==> src/rtl/free_ptr_allocator.sv <==
// rtl/free_ptr_allocator.sv - free data-table address pool for the hash table engine
// Optional alloc-mask double-free detection is built when FREE_PTR_DOUBLE_FREE_CHECK_EN is defined.
module free_ptr_allocator #(
  parameter int A_WIDTH = 3
) (
  input  logic               clk_i,
  input  logic               rst_i,
  output logic               init_done_o,
  output logic               alloc_val_o,
  output logic [A_WIDTH-1:0] alloc_ptr_o,
  input  logic               alloc_rd_i,
  input  logic               free_en_i,
  input  logic [A_WIDTH-1:0] free_ptr_i,
  output logic [A_WIDTH:0]   free_cnt_o,
  output logic               overflow_err_o,
  output logic               double_free_err_o
);

  localparam int DEPTH = 1 << A_WIDTH;
  localparam logic [A_WIDTH:0]   CNT_FULL = (A_WIDTH+1)'(DEPTH);
  localparam logic [A_WIDTH:0]   CNT_ONE  = (A_WIDTH+1)'(1);
  localparam logic [A_WIDTH-1:0] PTR_ONE  = A_WIDTH'(1);

  typedef enum logic {
    ST_INIT,
    ST_READY
  } state_t;

  state_t             state_q, state_d;
  logic [A_WIDTH-1:0] mem_q [DEPTH];
  logic [A_WIDTH-1:0] rd_ptr_q, wr_ptr_q;
  logic [A_WIDTH:0]   count_q;
  logic               overflow_q;

  logic init_wr;
  logic is_full;
  logic pop;
  logic push_req;
  logic push_known;
  logic push;
  logic ovf_hit;

  // INIT walks wr_ptr across every slot once; the last write hands over to READY
  always_comb begin
    state_d = state_q;
    unique case (state_q)
      ST_INIT:  if (wr_ptr_q == '1) state_d = ST_READY;
      ST_READY: state_d = ST_READY;
      default:  state_d = ST_INIT;
    endcase
  end

  // state register; any reset restarts the fill from address 0
  always_ff @(posedge clk_i) begin
    if (rst_i) state_q <= ST_INIT;
    else       state_q <= state_d;
  end

  assign init_wr     = (state_q == ST_INIT);
  assign init_done_o = (state_q == ST_READY);
  assign is_full     = (count_q == CNT_FULL);

  // full is judged on the pre-cycle count, so a same-cycle pop never rescues a push
  assign pop      = alloc_rd_i & alloc_val_o;
  assign push_req = free_en_i & init_done_o;
  assign ovf_hit  = push_req & is_full;
  assign push     = push_req & ~is_full & push_known;

  assign alloc_val_o = init_done_o & (count_q != '0);
  assign alloc_ptr_o = mem_q[rd_ptr_q];
  assign free_cnt_o  = count_q;

  // pointers and occupancy; INIT counts up to full while wr_ptr wraps back to 0
  always_ff @(posedge clk_i) begin
    if (rst_i) begin
      rd_ptr_q <= '0;
      wr_ptr_q <= '0;
      count_q  <= '0;
    end else if (init_wr) begin
      wr_ptr_q <= wr_ptr_q + PTR_ONE;
      count_q  <= count_q + CNT_ONE;
    end else begin
      if (pop)  rd_ptr_q <= rd_ptr_q + PTR_ONE;
      if (push) wr_ptr_q <= wr_ptr_q + PTR_ONE;
      unique case ({push, pop})
        2'b10:   count_q <= count_q + CNT_ONE;
        2'b01:   count_q <= count_q - CNT_ONE;
        default: count_q <= count_q;
      endcase
    end
  end

  // pool storage; written entries only show on alloc_ptr_o once rd_ptr reaches them
  always_ff @(posedge clk_i) begin
    if (!rst_i) begin
      if (init_wr)   mem_q[wr_ptr_q] <= wr_ptr_q;
      else if (push) mem_q[wr_ptr_q] <= free_ptr_i;
    end
  end

  // sticky overflow flag, cleared only by reset
  always_ff @(posedge clk_i) begin
    if (rst_i)        overflow_q <= 1'b0;
    else if (ovf_hit) overflow_q <= 1'b1;
  end

  assign overflow_err_o = overflow_q;

`ifdef FREE_PTR_DOUBLE_FREE_CHECK_EN
  logic [DEPTH-1:0] alloc_mask_q;
  logic             dfree_q;
  logic             dfree_hit;

  // a release is only honoured for an address currently handed out
  assign push_known = alloc_mask_q[free_ptr_i];
  assign dfree_hit  = push_req & ~is_full & ~push_known;

  // track handed-out addresses; pop marks, accepted release clears
  always_ff @(posedge clk_i) begin
    if (rst_i || init_wr) begin
      alloc_mask_q <= '0;
    end else begin
      if (push) alloc_mask_q[free_ptr_i] <= 1'b0;
      if (pop)  alloc_mask_q[rd_ptr_q]   <= 1'b1;
    end
  end

  // sticky double-free flag, cleared only by reset
  always_ff @(posedge clk_i) begin
    if (rst_i)          dfree_q <= 1'b0;
    else if (dfree_hit) dfree_q <= 1'b1;
  end

  assign double_free_err_o = dfree_q;
`else
  assign push_known        = 1'b1;
  assign double_free_err_o = 1'b0;
`endif

endmodule

==> config.mk <==
export PLATFORM = sky130hd
export DESIGN_NAME = free_ptr_allocator
export DESIGN_NICKNAME = d
export VERILOG_FILES = /design/src/rtl/free_ptr_allocator.sv
export SDC_FILE = /design/constraint.sdc
export NUM_CORES = 1
export LEC_CHECK = 0
export CORE_ASPECT_RATIO = 0.8
export CORE_MARGIN = 5
export CORE_UTILIZATION = 50
export CTS_CLUSTER_SIZE = 28
export DETAILED_ROUTE_END_ITERATION = 8
export PLACE_DENSITY_LB_ADDON = 0.2
export RECOVER_POWER = 50
export SLEW_MARGIN = 25
export SYNTH_ARGS = -nofsm -noshare
export SYNTH_HDL_FRONTEND = slang
export SYNTH_SLANG_ARGS = --single-unit
==> constraint.sdc <==
create_clock -name clk_i -period 4.67 [get_ports clk_i]
set_input_delay 1.1675 -clock clk_i [delete_from_list [all_inputs] [get_ports clk_i]]
set_output_delay 1.1675 -clock clk_i [all_outputs]
set_load 0.005 [all_outputs]
# Yosys cells after proc, flatten, opt, wreduce, memory -nomap -nowiden
# Memory sizes are Yosys's and may differ from the RTL's. A register that Yosys moved wholly into a read port is not among the register bits.
# Cells that the tools add are included.
# classes
addsub	4
n_mul	0
div_mod_pow	0
n_lt_le_gt_ge	0
eq_ne	6
shifts	0
n_mux	16
n_bitwise	8
n_reduce_logical	2
# op_table
operator	n
3-bit two-way mux	5
1-bit two-way mux	8
4-bit one-hot mux with 2 select lines	1
3-bit by 1-bit adder with 3-bit output (second input constant)	2
1-bit bitwise AND	5
4-bit by 1-bit adder with 4-bit output (second input constant)	1
4-bit == test (second input constant)	1
4-bit two-way mux	1
4-bit nonzero test	1
4-bit by 1-bit subtractor with 4-bit output (second input constant)	1
3-bit == test (second input constant)	1
3-bit by 1-bit inequality test with 1-bit output (second input constant)	1
2-bit by 1-bit == test with 1-bit output (second input constant)	1
2-bit == test (second input constant)	1
2-bit by 1-bit inequality test with 1-bit output (second input constant)	1
1-bit NOT	2
1-bit one-hot mux with 2 select lines	1
2-bit AND reduction	1
1-bit bitwise OR	1
# totals
regBits	12
latch_bits	0
ram_bits	24
romBits	0
input_bits	7
out_inout_bits	11
elab_cells	42
mem_count	1
# mem_list
memory	depth	word_bits	read_ports	rd_ports_with_merged_regs	write_ports	line	rtl
mem_q	8	3	1	1	1	30	logic [A_WIDTH-1:0] mem_q [DEPTH];

# Logic depth before layout (Yosys ltp)
# Gate-level depths: netlist of run 1.
# logic_depth
ltp_word	8
depth_mapped	8
depth_no_buf	7

# Worst setup path after synthesis of run 1
# No wires, ideal clock.
# synth_timing
path_type	reg2out
start	register with a tool-made name
end	output alloc_ptr_o[0]
arrival_ps	1428
required_ps	3503
setup_slack_ps	2075
stages_incl_launch_ff	4
n_path_buf	1
path_cell_list	dfxtp_1 > clkbuf_1 > mux4_2 > mux2_2
# synth_rtl
element	line	rtl
to (decl)	10	output logic [A_WIDTH-1:0] alloc_ptr_o,

==> results of run 1 <==
-- stage by stage --
step,instances,utilization [%],setup WS (ns),power (mW),hold slack [ns]
final,197,58.8,1.38,0.679,0.491
after global routing,197,58.8,1.24,0.711,0.567
after CTS,197,58.9,1.36,0.687,0.503
after detailed placement,189,56.2,1.41,0.458,0.483
after global placement,189,56.2,1.48,0.456,0.467
after floorplan,139,-,2.07,0.435,0.461
-- routing by layer --
metal | up-vias | global-route usage [%] | share of wire [%]
met4 | 0 | 5.24 | 1.2
met5 | - | 0 | 0
met3 | 5 | 3.99 | 5.8
li1 | 539 | - | -
met2 | 30 | 20.7 | 45
met1 | 541 | 19.8 | 48
-- layout by cell type, fill, tap and decap left out, types with 2 or more instances in the layout --
cell,count
nor3_1,3
xnor2_1,2
mux4_2,6
nand2_1,8
clkbuf_8,6
dfxtp_1,15
clkdlybuf4s50_1,7
nand3b_1,2
ha_1,5
nor2_1,24
mux2_2,7
mux2i_1,3
o21a_1,2
a21oi_1,4
dlygate4sd3_1,9
edfxtp_1,24
inv_1,3
xor2_1,2
-- cell families (layout without fill, tap and decap cells) --
family	count (synthesis)	count (layout)	synth area share (%)
mux	16	16	13.7
buf+inv	11	27	3.86
other cells	1	1	0.210
fa+ha+maj	5	5	3.51
simple gates	47	47	12.8
flops	39	39	57.3
compound gates	16	16	6.67
xor+xnor	4	4	1.97
-- flip-flops by register name, summed over array words and instances, names as in the netlist, named ones only --
register	flops
free_cnt_o	4
init_done_o	1
mem_q	24
overflow_err_o	1
rd_ptr_q	3
wr_ptr_q	3
-- worst paths after layout --
path | to | slack, ns | start | depth (start not counted)
setup / recovery | alloc_ptr_o[0] | 1.38 | flip-flop | 3
hold / removal | overflow_err_o | 0.49 | overflow_err_o | 2
setup reg to reg | mem_q[4][1] | 2.24 | free_cnt_o[0] | 6
hold reg to reg | overflow_err_o | 0.49 | overflow_err_o | 2
-- power breakdown --
group	internal, mW	total (mW)	switching, mW	leakage [nW]
Combinational	0.0290	0.0595	0.0305	0.329
Clock	0.119	0.230	0.111	0.0482
Sequential	0.379	0.389	0.00994	0.342
-- worst max-delay path, delay by kind of cell, from the launching register on --
family,cells,cell delay [ns]
buffers and inverters,1,0.44
DFF,1,0.57
muxes,2,0.83
-- synth_stat cells, types with 2 or more instances --
| cell | instances |
|---|---|
| edfxtp_1 | 24 |
| nor2_1 | 24 |
| dfxtp_1 | 15 |
| nand2_1 | 8 |
| mux2_2 | 7 |
| mux4_2 | 6 |
| ha_1 | 5 |
| a21oi_1 | 4 |
| buf_6 | 3 |
| clkbuf_1 | 3 |
| inv_1 | 3 |
| mux2i_1 | 3 |
| nor3_1 | 3 |
| nand3b_1 | 2 |
| o21a_1 | 2 |
| xnor2_1 | 2 |
| xor2_1 | 2 |
-- layout make-up --
type | count | share of cell area [%]
Tap cell | 42 | 2.59
Clock inverter | 1 | 0.247
Sequential cell | 39 | 50.4
Clock buffer | 7 | 4.26
Timing Repair Buffer | 16 | 7.91
Multi-Input combinational cell | 89 | 34.0
Inverter | 3 | 0.556
==> impl_metrics.env, run 1 <==
export IMPL_gp_congestion=0.781
export IMPL_netlist_area_um2=1780
export IMPL_drtIter0Drc=80
export IMPL_ios=18
export IMPL_chipWidth_um=76.8
export IMPL_postLayoutCellArea_um2=2030
export IMPL_slowest_delay_ns=0.57
export IMPL_avgViaCountPerCell=5.66
export IMPL_cts_root_buf="clkbuf_8"
export IMPL_yosysUniqueCellTypes=40
export IMPL_hold_buffers=0
export IMPL_rows=19
export IMPL_drv_slew=0
export IMPL_synthesis_nets=151
export IMPL_grt_max_degree=22
export IMPL_synthTopCellsByArea="edfxtp_1 (40%), dfxtp_1 (17%), mux4_2 (7.6%)"
export IMPL_placed_area_um2=1940
export IMPL_worstMarginPinSlew_ns=1.09
export IMPL_period_share_pct=70.4
export IMPL_gr_total_overflow=0
export IMPL_rsz0062_at_grt="no"
export IMPL_yosysTopAreaCellShare_pct=40.4
export IMPL_core_area_um2=3450
export IMPL_crit_path_start_kind="flip-flop"
export IMPL_yosys_warnings=0
export IMPL_syn_avg_cell_area_um2=12.8
export IMPL_cts_max_level=2
export IMPL_crit_arrival_ns=2.12
export IMPL_drive_above_1_share_pct=14.8
export IMPL_dieHeight_um=63.4
export IMPL_slew_limit_headroom_pct=26.8
export IMPL_synthFlopType="edfxtp_1"
export IMPL_status="finished, final reports clean"
export IMPL_grt_first_pass_wirelength_um=5260
export IMPL_hold_path_class="flip-flop to flip-flop"
export IMPL_hold_viol=0
export IMPL_via_count=1115
export IMPL_cp_max_fo=6
export IMPL_min_period_ns=3.29
export IMPL_routed_wl_um=3170
export IMPL_post_route_drc_count=0
export IMPL_syn_to_final_growth_pct=13.6
export IMPL_vdd_drop_max_mv=0.239
export IMPL_fillCellCount=266
export IMPL_max_freq_ghz=0.304
export IMPL_start_util_pct=51.7
export IMPL_cp_cell_sequence="mux4_2 > mux2_2 > clkdlybuf4s50_1"
export IMPL_first_global_vias=1035
export IMPL_leakage_nw=0.719
export IMPL_ys_seq_area_share_pct=57.3
export IMPL_clkSlewWorstSetupHoldPaths_ns=0.07
export IMPL_finalSetupViolations=0
export IMPL_avgRoutedWirePerCell_um=16.1
export IMPL_dieArea_um2=4870
export IMPL_postCtsSetupRepairBufs=0
export IMPL_cp_end_kind="output port"
export IMPL_diodes=0
export IMPL_cts_repair_resized=0
export IMPL_async_flop_share_pct=0
export IMPL_multi_input_area_um2=689
export IMPL_cap_violations=0
export IMPL_required_ns=3.50
export IMPL_port_buffers=16
export IMPL_cts_tree="yes"
export IMPL_grt_use_total_pct=14.1
export IMPL_syn_inst=139
export IMPL_finalSetupTns_ns=0
export IMPL_cts_sinks=39
export IMPL_synth_edff_count=24
export IMPL_dr_pass1_iters=4
export IMPL_cts_made_buffers=5
export IMPL_clockBufferDepth=2
export IMPL_antenna_found_initial=0
export IMPL_register_area_um2=1020
export IMPL_insertion_delay_ns=0.28
export IMPL_p_per_area_nw_per_um2=335
export IMPL_fin_nets=166
export IMPL_hpwlAfterDp_um=2300
export IMPL_ant_nets=0
export IMPL_timing_worst_setup_path_type="flip-flop to output port"
export IMPL_fin_skew_ns=0.00407
export IMPL_synth_area_leader_cell="edfxtp_1"
export IMPL_synth_seq_cells=39
export IMPL_cp_slowest_cell="dfxtp_1"
(Power assumes the default switching activity.)
==> run 2: changes to the inputs <==
- clock period: 4.67 -> 3 ns (I/O delays scaled with it)
==> impl_metrics.env, run 2 (synthesis gave the netlist of run 1 again) <==
export IMPL_chipWidth_um=76.8
export IMPL_gr_total_overflow=0
export IMPL_comb_power_share_pct=8.5
export IMPL_drive_above_1_share_pct=16.5
export IMPL_ant_nets=0
export IMPL_dp_cells=192
export IMPL_insertion_delay_ns=0.29
export IMPL_core_area_um2=3450
export IMPL_required_ns=2.25
export IMPL_cts_made_buffers=5
export IMPL_grt_use_total_pct=15.4
export IMPL_crit_arrival_ns=2.01
export IMPL_syn_to_final_growth_pct=15.5
export IMPL_avgViaCountPerCell=5.59
export IMPL_drv_slew=0
export IMPL_max_freq_ghz=0.363
export IMPL_finalWorstSetupSlack_ns=0.244
export IMPL_grt_max_degree=15
export IMPL_first_global_vias=1110
export IMPL_min_period_ns=2.76
export IMPL_hpwlAfterDp_um=2500
export IMPL_hp_start="rd_ptr_q[2]"
export IMPL_fillCellCount=280
export IMPL_port_buffers=16
export IMPL_finalNonFillerCells=200
export IMPL_regMostFlops="mem_q"
export IMPL_antenna_found_initial=0
export IMPL_cp_end_kind="output port"
export IMPL_largest_register_ffs=24
export IMPL_diodes=0
export IMPL_dieArea_um2=4870
export IMPL_p_int_uw=884
export IMPL_postLayoutCellArea_um2=2060
export IMPL_cts_sinks=39
export IMPL_leakage_nw=0.722
export IMPL_cp_slowest_cell="mux4_2"
export IMPL_status="finished, final reports clean"
export IMPL_dieHeight_um=63.4
export IMPL_routed_wl_um=3290
export IMPL_ios=18
export IMPL_netSwitchingPower_uw=246
export IMPL_cp_cell_sequence="mux4_2 > mux2_2 > clkdlybuf4s50_1"
export IMPL_period_share_pct=91.9
export IMPL_power_total_mw=1.13
export IMPL_rows=19
export IMPL_clockPowerShare_pct=37.9
export IMPL_start_util_pct=51.7
export IMPL_r2r_start="free_cnt_o[0]"
export IMPL_drtIter0Drc=63
export IMPL_worstMarginPinSlew_ns=0.632
export IMPL_slowest_delay_ns=0.55
export IMPL_fin_nets=169
export IMPL_finalSetupViolations=0
export IMPL_dr_pass1_iters=4
export IMPL_cts_max_level=2
export IMPL_cap_violations=0
export IMPL_grt_first_pass_wirelength_um=5660
export IMPL_clockBufferDepth=2
export IMPL_clkSlewWorstSetupHoldPaths_ns=0.07
export IMPL_postCtsSetupRepairBufs=0
export IMPL_cts_tree="yes"
export IMPL_crit_path_start_kind="flip-flop"
export IMPL_gp_congestion=0.721
export IMPL_rsz0062_at_grt="no"
export IMPL_cp_max_fo=6
export IMPL_p_per_area_nw_per_um2=549
export IMPL_via_count=1118
export IMPL_p_sw_share_pct=21.8
export IMPL_timing_worst_setup_path_type="flip-flop to output port"
export IMPL_mostFrequentLayoutCells="nor2_1 (24), edfxtp_1 (24), dfxtp_1 (14)"
export IMPL_vdd_drop_max_mv=0.407
export IMPL_avgRoutedWirePerCell_um=16.5
export IMPL_cts_root_buf="clkbuf_8"
export IMPL_post_route_drc_count=0
export IMPL_pre_cts_slack_ns=0.247
export IMPL_slew_limit_headroom_pct=57.5
export IMPL_hold_viol=0
export IMPL_fin_skew_ns=0.00931
export IMPL_hold_path_class="flip-flop to flip-flop"
export IMPL_power_share_sequential_pct=53.6
export IMPL_placed_area_um2=1960
export IMPL_finalSetupTns_ns=0
## run 2: metrics by stage
stage | utilization, % | hold slack (ns)
6_report | 59.7 | 0.515
4_1_cts | 60.1 | 0.529
3_3_place_gp | 56.9 | 0.460
5_1_grt | 59.7 | 0.563
2_1_floorplan | - | 0.461
3_5_place_dp | 56.9 | 0.507
## run 2: worst paths after layout
path	depth (start not counted)	end	slack, ns
setup / recovery	3	alloc_ptr_o[1]	0.24
hold / removal	2	flip-flop	0.52
hold reg to reg	2	flip-flop	0.52
setup reg to reg	6	mem_q[0][1]	0.86
## run 2: critical path, delay by kind of cell (launching register included)
family | cells | cell delay (ns)
flops | 1 | 0.45
mux | 2 | 0.83
buf+inv | 1 | 0.44
## run 2: cell type report
type	count	area, um^2	share of cell area [%]
sequential	39	1020	49.6
multi-input combinational	89	689	33.5
timing repair buffer	19	171	8.32
clock buffer	5	68.8	3.34
tap	42	52.6	2.55
clock inverter	3	43.8	2.13
inverter	3	11.3	0.547
## run 2: power groups by stage
stage | Sequential [mW] | Combinational [mW] | Clock, mW
floorplan | 0.613 | 0.0632 | 0
global placement | 0.617 | 0.0953 | 0
detailed placement | 0.619 | 0.0999 | 0
CTS | 0.606 | 0.100 | 0.435
global route | 0.610 | 0.108 | 0.469
finish | 0.606 | 0.0959 | 0.428
## run 2: layer usage
| metal | up-vias | wire (um) | track usage, % |
|---|---|---|---|
| met5 | - | 0 | 0 |
| met4 | 0 | 43 | 7.64 |
| li1 | 548 | - | - |
| met1 | 532 | 1530 | 20.1 |
| met3 | 6 | 169 | 4.84 |
| met2 | 32 | 1540 | 23.1 |
## run 2: timing repair
| item | in CTS | in global routing |
|---|---|---|
| setup endpoints to repair | 0 | 3 |
| endpoints found under the hold margin | 0 | 0 |
| hold buffers | 0 | 0 |
| gates resized for setup | 0 | 1 |
==> run 3: changes to the inputs <==
- SETUP_SLACK_MARGIN: not set -> 0.4
==> impl_metrics.env, run 3 (synthesis gave the netlist of run 1 again) <==
export IMPL_cts_sinks=39
export IMPL_avgViaCountPerCell=5.64
export IMPL_status="finished, final reports clean"
export IMPL_slowest_delay_ns=0.50
export IMPL_gr_total_overflow=0
export IMPL_cts_root_buf="clkbuf_8"
export IMPL_r2r_cells=6
export IMPL_clockBufferDepth=2
export IMPL_gp_congestion=0.721
export IMPL_timing_worst_setup_path_type="flip-flop to output port"
export IMPL_finish_utilization_pct=61.2
export IMPL_dieArea_um2=4870
export IMPL_required_ns=2.25
export IMPL_cts_max_level=2
export IMPL_clkSlewWorstSetupHoldPaths_ns=0.08
export IMPL_r2r_end="mem_q[0][1]"
export IMPL_postLayoutCellArea_um2=2110
export IMPL_ios=18
export IMPL_rows=19
export IMPL_cp_slowest_cell="clkdlybuf4s50_1"
export IMPL_min_path_cells=2
export IMPL_slew_limit_headroom_pct=57.0
export IMPL_drive_above_1_share_pct=19.5
export IMPL_post_route_drc_count=0
export IMPL_start_util_pct=51.7
export IMPL_placed_area_um2=1960
export IMPL_drv_slew=0
export IMPL_regMostFlops="mem_q"
export IMPL_mostFrequentLayoutCells="nor2_1 (24), edfxtp_1 (24), dfxtp_1 (14)"
export IMPL_hp_start="rd_ptr_q[2]"
export IMPL_cts_tree="yes"
export IMPL_crit_arrival_ns=1.84
export IMPL_port_buffers=16
export IMPL_largest_register_ffs=24
export IMPL_p_per_area_nw_per_um2=537
export IMPL_worst_path_buf_inv=2
export IMPL_fin_nets=175
export IMPL_leakage_nw=0.759
export IMPL_cp_max_fo=7
export IMPL_min_period_ns=2.59
export IMPL_dp_cells=192
export IMPL_avgRoutedWirePerCell_um=16.4
export IMPL_diodes=0
export IMPL_finalSetupViolations=0
export IMPL_hpwlAfterDp_um=2500
export IMPL_chipWidth_um=76.8
export IMPL_crit_path_start_kind="flip-flop"
export IMPL_cap_violations=0
export IMPL_cp_cell_sequence="inv_1 > ha_1 > nand2b_4 > o21a_1 > clkdlybuf4s50_1"
export IMPL_vdd_drop_max_mv=0.430
export IMPL_crit_family="buffers and inverters"
export IMPL_grt_max_degree=15
export IMPL_worstMarginPinSlew_ns=0.640
export IMPL_rsz0062_at_grt="yes"
export IMPL_period_share_pct=86.4
export IMPL_grt_use_total_pct=15.5
export IMPL_r2r_start="free_cnt_o[1]"
export IMPL_hold_buffers=0
export IMPL_via_count=1162
export IMPL_dieHeight_um=63.4
export IMPL_ant_nets=0
export IMPL_core_area_um2=3450
export IMPL_dr_pass1_iters=4
export IMPL_hold_viol=0
export IMPL_antenna_found_initial=0
export IMPL_syn_to_final_growth_pct=18.2
export IMPL_routed_wl_um=3380
export IMPL_cp_end_kind="output port"
export IMPL_grt_first_pass_wirelength_um=5690
export IMPL_finalSetupTns_ns=0
export IMPL_ff2ff_setup_slack_ns=0.84
export IMPL_insertion_delay_ns=0.29
export IMPL_hold_path_class="flip-flop to flip-flop"
export IMPL_finalNonFillerCells=206
export IMPL_first_global_vias=1124
export IMPL_drtIter0Drc=58
export IMPL_max_freq_ghz=0.386
export IMPL_fin_skew_ns=0.00743
export IMPL_cts_made_buffers=5
==> run 3: what timing repair did <==
action / CTS / global route
endpoints found under the setup margin: 3 / 2
hold endpoints to repair: 0 / 0
resized for setup: 5 / 4
setup buffers: 2 / 4
==> run 3: metrics by stage <==
| stage | total power, mW | setup WS [ns] | hold slack, ns |
|---|---|---|---|
| floorplan | 0.676 | 0.822 | 0.461 |
| global placement | 0.712 | 0.346 | 0.460 |
| detailed placement | 0.718 | 0.247 | 0.507 |
| CTS | 1.14 | 0.378 | 0.529 |
| global route | 1.19 | 0.297 | 0.563 |
| finish | 1.13 | 0.407 | 0.515 |
==> run 3: cell type report <==
type | instances | area, um^2
clock buffer | 5 | 68.8
clock inverter | 3 | 43.8
fill | 280 | 1340
inverter | 3 | 11.3
multi-input combinational | 89 | 693
sequential | 39 | 1020
tap | 42 | 52.6
timing repair buffer | 25 | 214
==> run 3: worst reg2reg max path: cells and delay by family (launching register included) <==
family / cells / cell delay (ns)
AND/OR/NAND/NOR: 3 / 0.61
flip-flops: 1 / 0.47
multiplexers: 1 / 0.47
adder cells (fa/ha/maj): 1 / 0.26
buffers and inverters: 1 / 0.07
==> run 3: where the power goes <==
part	switching (mW)	total (mW)	internal, mW
clock	0.183	0.430	0.247
combinational	0.0500	0.0961	0.0461
sequential	0.0161	0.606	0.590
total	0.249	1.13	0.883
==> run 3: worst max-delay path by stage <==
stage / cells after the start / end / slack (ns) / from
floorplan: 3 / alloc_ptr_o[0] / 0.82 / flip-flop
global placement: 6 / free_cnt_o[2] / 0.35 / free_en_i
detailed placement: 6 / free_cnt_o[2] / 0.25 / free_en_i
CTS: 4 / alloc_ptr_o[1] / 0.38 / flip-flop
global route: 5 / alloc_val_o / 0.30 / free_cnt_o[1]
finish: 5 / alloc_val_o / 0.41 / free_cnt_o[1]
==> run 3: layer usage <==
metal	part of all wire [%]	global-route usage, %
met5	0	0
met1	47	20.3
met4	1.7	7.64
met3	4.4	4.84
met2	47	23.2
